**config.mk**
```make
export PLATFORM = sky130hd
export DESIGN_NAME = conv_stream_mc_flat
export DESIGN_NICKNAME = d
export VERILOG_FILES = /design/src/rtl/conv_stream_mc_if.sv /design/src/rtl/conv_stream_mc.sv /design/src/flat_wrapper.sv
export SDC_FILE = /design/constraint.sdc
export NUM_CORES = 2
export LEC_CHECK = 0
export ABC_CLOCK_PERIOD_IN_PS = 20100
export CAP_MARGIN = 20
export CORE_ASPECT_RATIO = 0.75
export CORE_MARGIN = 2
export CORE_UTILIZATION = 35
export DETAILED_ROUTE_END_ITERATION = 10
export GPL_TIMING_DRIVEN = 0
export PLACE_DENSITY = 0.6
export SKIP_CTS_REPAIR_TIMING = 1
export SLEW_MARGIN = 20
export SYNTH_ARGS = -nofsm -noshare
export SYNTH_HDL_FRONTEND = slang
export SYNTH_SLANG_ARGS = --single-unit
```
**constraint.sdc**
```tcl
create_clock -name clk -period 20.1 [get_ports clk]
set_clock_uncertainty 0.1 [all_clocks]
set_input_delay 2.01 -clock clk [delete_from_list [all_inputs] [get_ports clk]]
set_output_delay 2.01 -clock clk [all_outputs]
set_load 0.02 [all_outputs]
```
**src/rtl/conv_stream_mc_if.sv**
```systemverilog
// conv_stream_mc_if: pixel stream, kernel and result bundle of the convolution engine
interface conv_stream_mc_if #(
  parameter int N  = 8,
  parameter int K  = 3,
  parameter int OC = 2
);
  logic                  ce;
  logic signed [N-1:0]   activation;
  logic [OC*K*K*N-1:0]   weights;
  logic [OC*N-1:0]       conv_out;
  logic                  conv_valid;
  logic                  conv_end;
  modport master (output ce, activation, weights, input conv_out, conv_valid, conv_end);
  modport slave  (input ce, activation, weights, output conv_out, conv_valid, conv_end);
endinterface

```
**src/rtl/conv_stream_mc.sv**
```systemverilog
// conv_stream_mc: streaming KxK strided convolution over OC channels with saturation and optional ReLU
module conv_stream_mc #(
  parameter int MAP_SIZE = 10,
  parameter int K        = 3,
  parameter int S        = 1,
  parameter int N        = 8,
  parameter int Q        = 4,
  parameter int OC       = 2,
  parameter int RELU     = 1
) (
  input logic             clk,
  input logic             global_rst,
  conv_stream_mc_if.slave bus
);
  localparam int O    = (MAP_SIZE - K) / S + 1;
  localparam int CW   = $clog2(MAP_SIZE);
  localparam int LAST = K - 1 + (O - 1) * S;
  localparam int PW   = 2 * N;
  localparam int AW   = 2 * N + $clog2(K * K);
  localparam int LB   = (K - 1) * MAP_SIZE;
  localparam logic [CW-1:0] MAXC = CW'(MAP_SIZE - 1);
  localparam logic signed [AW-1:0] MAXV = AW'((2 ** (N - 1)) - 1);
  localparam logic signed [AW-1:0] MINV = AW'(-(2 ** (N - 1)));

  logic [CW-1:0]        col, row;
  logic signed [N-1:0]  sr [LB];
  logic signed [N-1:0]  col_in [K];
  logic signed [N-1:0]  win [K][K];
  logic signed [N-1:0]  w [OC][K*K];
  logic signed [PW-1:0] prod [OC][K*K];
  logic signed [N-1:0]  res [OC];
  logic [OC*N-1:0]      out_q;
  logic                 v0, e0, v1, e1, v2, e2;
  logic                 emit, last;

  assign emit = int'(row) >= K - 1 && int'(col) >= K - 1 &&
                (int'(row) - (K - 1)) % S == 0 && (int'(col) - (K - 1)) % S == 0;
  assign last = int'(row) == LAST && int'(col) == LAST;

  always_ff @(posedge clk) begin
    if (global_rst) begin
      col <= '0;
      row <= '0;
    end else if (bus.ce) begin
      col <= (col == MAXC) ? '0 : col + 1'b1;
      row <= (col == MAXC) ? ((row == MAXC) ? '0 : row + 1'b1) : row;
    end
  end

  // sr[d*MAP_SIZE-1] is the pixel d rows directly above the incoming one
  for (genvar i = 0; i < K; i++) begin : g_col
    if (i == K - 1) begin : g_new
      assign col_in[i] = bus.activation;
    end else begin : g_old
      assign col_in[i] = sr[(K - 1 - i) * MAP_SIZE - 1];
    end
  end

  always_ff @(posedge clk) begin
    if (bus.ce) begin
      sr[0] <= bus.activation;
      for (int n = 1; n < LB; n++) sr[n] <= sr[n-1];
      for (int i = 0; i < K; i++) begin
        for (int j = 0; j < K - 1; j++) win[i][j] <= win[i][j+1];
        win[i][K-1] <= col_in[i];
      end
    end
  end

  always_comb begin
    for (int c = 0; c < OC; c++)
      for (int t = 0; t < K * K; t++)
        w[c][t] = bus.weights[(c*K*K + t)*N +: N];
  end

  always_ff @(posedge clk) begin
    for (int c = 0; c < OC; c++)
      for (int t = 0; t < K * K; t++)
        prod[c][t] <= PW'(win[t/K][t%K]) * PW'(w[c][t]);
  end

  always_comb begin
    for (int c = 0; c < OC; c++) begin
      logic signed [AW-1:0] acc, sh;
      logic signed [N-1:0]  pre;
      acc = '0;
      for (int t = 0; t < K * K; t++) acc = acc + AW'(prod[c][t]);
      sh  = acc >>> Q;
      pre = (sh > MAXV) ? MAXV[N-1:0] : (sh < MINV) ? MINV[N-1:0] : sh[N-1:0];
      res[c] = (RELU != 0 && pre[N-1]) ? '0 : pre;
    end
  end

  always_ff @(posedge clk) begin
    if (global_rst) begin
      {v0, e0, v1, e1, v2, e2} <= '0;
      out_q <= '0;
    end else begin
      v0 <= bus.ce & emit;
      e0 <= bus.ce & emit & last;
      v1 <= v0;
      e1 <= e0;
      v2 <= v1;
      e2 <= e1;
      if (v1)
        for (int c = 0; c < OC; c++) out_q[c*N +: N] <= res[c];
    end
  end

  assign bus.conv_out   = out_q;
  assign bus.conv_valid = v2;
  assign bus.conv_end   = e2;
endmodule

```
**src/flat_wrapper.sv**
```systemverilog
// flat-port wrapper written by rule: the top's interface ports become plain ports
module conv_stream_mc_flat 
#(
  parameter int MAP_SIZE = 10,
  parameter int K        = 3,
  parameter int S        = 1,
  parameter int N        = 8,
  parameter int Q        = 4,
  parameter int OC       = 2,
  parameter int RELU     = 1
)
  (clk, global_rst, bus_ce, bus_activation, bus_weights, bus_conv_out, bus_conv_valid, bus_conv_end);
  conv_stream_mc_if #(.N(N), .K(K), .OC(OC)) bus_i ();
  input logic clk;
  input logic global_rst;
  input wire logic [$bits(bus_i.ce)-1:0] bus_ce;
  input wire logic [$bits(bus_i.activation)-1:0] bus_activation;
  input wire logic [$bits(bus_i.weights)-1:0] bus_weights;
  output wire logic [$bits(bus_i.conv_out)-1:0] bus_conv_out;
  output wire logic [$bits(bus_i.conv_valid)-1:0] bus_conv_valid;
  output wire logic [$bits(bus_i.conv_end)-1:0] bus_conv_end;
  assign bus_i.ce = bus_ce;
  assign bus_i.activation = bus_activation;
  assign bus_i.weights = bus_weights;
  assign bus_conv_out = bus_i.conv_out;
  assign bus_conv_valid = bus_i.conv_valid;
  assign bus_conv_end = bus_i.conv_end;
  conv_stream_mc #(.MAP_SIZE(MAP_SIZE), .K(K), .S(S), .N(N), .Q(Q), .OC(OC), .RELU(RELU)) u_core (.clk(clk), .global_rst(global_rst), .bus(bus_i));
endmodule
```
==> metrics.txt <==
ys async rst share 0%; clock sinks 500; Max-slew headroom 31.5%; total routed wirelength 158 mm; Max-cap violations 0; Final Critical Period 8210 ps; crit-path max FO 7; PortBufs 155; RSZ-0062 raised after global routing false; gpl congestion 0.918; 1st-iter DRT viols 2616; clock input transition at the sequential cells of the worst setup and hold paths 70 ps; prevailing post-synth register cell dfxtp_1; Post-DP HPWL 136 mm; DR WL/cell 17.4 um; Crit path required time 20550 ps; first-pass GRT wire length 255 mm; die area 0.187 sq mm; Final Setup Violations 0; endpoint type of the worst setup path flop; CTS max path bufs 3; Syn Area/Cell 10.0 sq um; vias per cell 4.60; DR vias 41842; Max Clk Rate 122 MHz; total gr overflow 0; DRC violations left 0; drt first pass iters 5; worst-margin pin slew 1020 ps; Synth area leaders fa_1 (37%), ha_1 (12%), dfxtp_1 (9.9%), inv_1 (9.3%), edfxtp_1 (8.6%); Mapped Cells 6406; chip width 498 um; CTS tree yes; largest net degree at the start of global routing 89; total CTS buffers 53; synth warn 0; sequential area share after synthesis 18.5%; fillers 17985; Synth area leader fa_1; FP Rows 136; Clock Tree Root clkbuf_16; post-synth cell types 72; multi-input combinational cell area 0.0460 sq mm; initial core utilization 35.1%; net count reported at finish 8566; Synth top area share 37.4%; startpoint types flop; proportion of layout cells with a drive suffix above 1 1.86%; core footprint 0.183 sq mm; outcome complete, no violations; #FFs+latches synth 500; final worst-path cycle share 40.9%; Arrival @ worst endpoint 8670 ps; vias in the first global route 45012; Die Y 375 um; Post-synth EDFFs 184; type of the worst min-delay path reg -> reg; crit path kind reg -> reg; Max H-tree Level 2; Top Ports 173; count leader, synth inv_1; Storage cell area 0.0119 sq mm; antenna violations before repair 14; crit-path max cell delay 560 ps; Routed Antenna Nets 0; Netlist Area Pre-Place 0.0642 sq mm; setup TNS 0 ps; CP dominant cell by count fa_1; Slowest cell on crit path fa_1; most common library cells after synthesis inv_1 (1590), fa_1 (1198), and2_1 (688), ha_1 (592), nand2_1 (404); GR Util All Layers 17.5%; area grow syn2layout 10.3%; final count of hold timing violations 0; Slew Viols, Final 0; Skew-Pair Late Insertion Delay 640 ps
## state kept, by name (all words and copies together) (netlist names)
signal / count
u_core.prod: 288
u_core.e1: 1
u_core.e0: 1
u_core.v1: 1
u_core.bus.conv_end: 1
u_core.v0: 1
u_core.sr: 114
u_core.row: 4
u_core.col: 4
u_core.bus.conv_out: 14
u_core.bus.conv_valid: 1
u_core.win: 70
## per-layer routing
layer	global-route usage, %	part of all wire [%]
met4	4.85	3.0
met2	26.4	43
met5	0	0.0076
met3	2.92	5.6
met1	25.7	49
## path summary, 6_finish.rpt
check,to,slack (ps),depth (start not counted),startpoint
worst max register to register,u_core.bus.conv_out[12],11890,29,u_core.prod[1][97]
worst min-delay path,u_core.win[1][7],310,0,u_core.sr[2][15]
worst max-delay path,u_core.bus.conv_out[12],11890,29,u_core.prod[1][97]
worst min register to register,u_core.win[1][7],310,0,u_core.sr[2][15]
## cells by family after synthesis
| logic type | after synthesis | share of synthesized area [%] |
|---|---|---|
| AOI/OAI and AO/OA | 510 | 5.25 |
| muxes | 3 | 0.0526 |
| xor gates and xnor gates | 286 | 3.90 |
| buffers and inverters | 1687 | 9.88 |
| and+or+nand+nor | 1629 | 13.5 |
| other | 1 | 0.00584 |
| DFF | 500 | 18.5 |
| adders and majority gates | 1790 | 48.9 |
## per-stage QoR
step | util [%] | cells | hold slack, ps | setup WS (ps) | cell area (sq um)
after floorplan | - | 6407 | 300 | 13270 | 64200
after global placement | 37.6 | 8977 | 300 | 8260 | 68800
after detailed placement | 37.7 | 8981 | 305 | 12050 | 68800
after CTS | 38.7 | 9081 | 309 | 12020 | 70800
after global routing | 38.7 | 9086 | 310 | 11420 | 70800
final | 38.7 | 9090 | 313 | 11890 | 70800
## placed cells by master, fill, tap and decap left out, types with 94 or more instances in the layout
master / synthesis / routed
nand2_1: 404 / 404
ha_1: 592 / 592
nand2b_1: 137 / 137
o21ai_0: 125 / 125
clkdlybuf4s50_1: 0 / 154
a21oi_1: 107 / 107
inv_1: 1590 / 1590
xnor2_1: 257 / 257
and2_1: 688 / 688
dfxtp_1: 316 / 316
clkbuf_1: 91 / 94
fa_1: 1198 / 1198
edfxtp_1: 184 / 184
nor2_1: 154 / 154
## final cells by class
type / instances / area share [%]
flip-flops and latches: 500 / 16.7
plain buffers: 97 / 0.527
well taps: 2415 / 4.27
multi-input cells: 4220 / 65.0
repair buffers: 159 / 2.29
inverters: 1590 / 8.43
diodes: 9 / 0.0318
clock inverters: 30 / 0.495
clock buffers: 70 / 2.23
## worst max-delay path: cells and delay by family, from the launching register on
kind                       cells  cell delay (ps)
AOI/OAI and AO/OA              9             2490
xor gates and xnor gates       1              550
adders and majority gates      8             3280
buffers and inverters          5              390
DFF                            1              440
muxes                          1              360
and+or+nand+nor                5              490
Power is not shown: default switching activity piles up to over one toggle a cycle in this logic, so the estimate is an artifact.
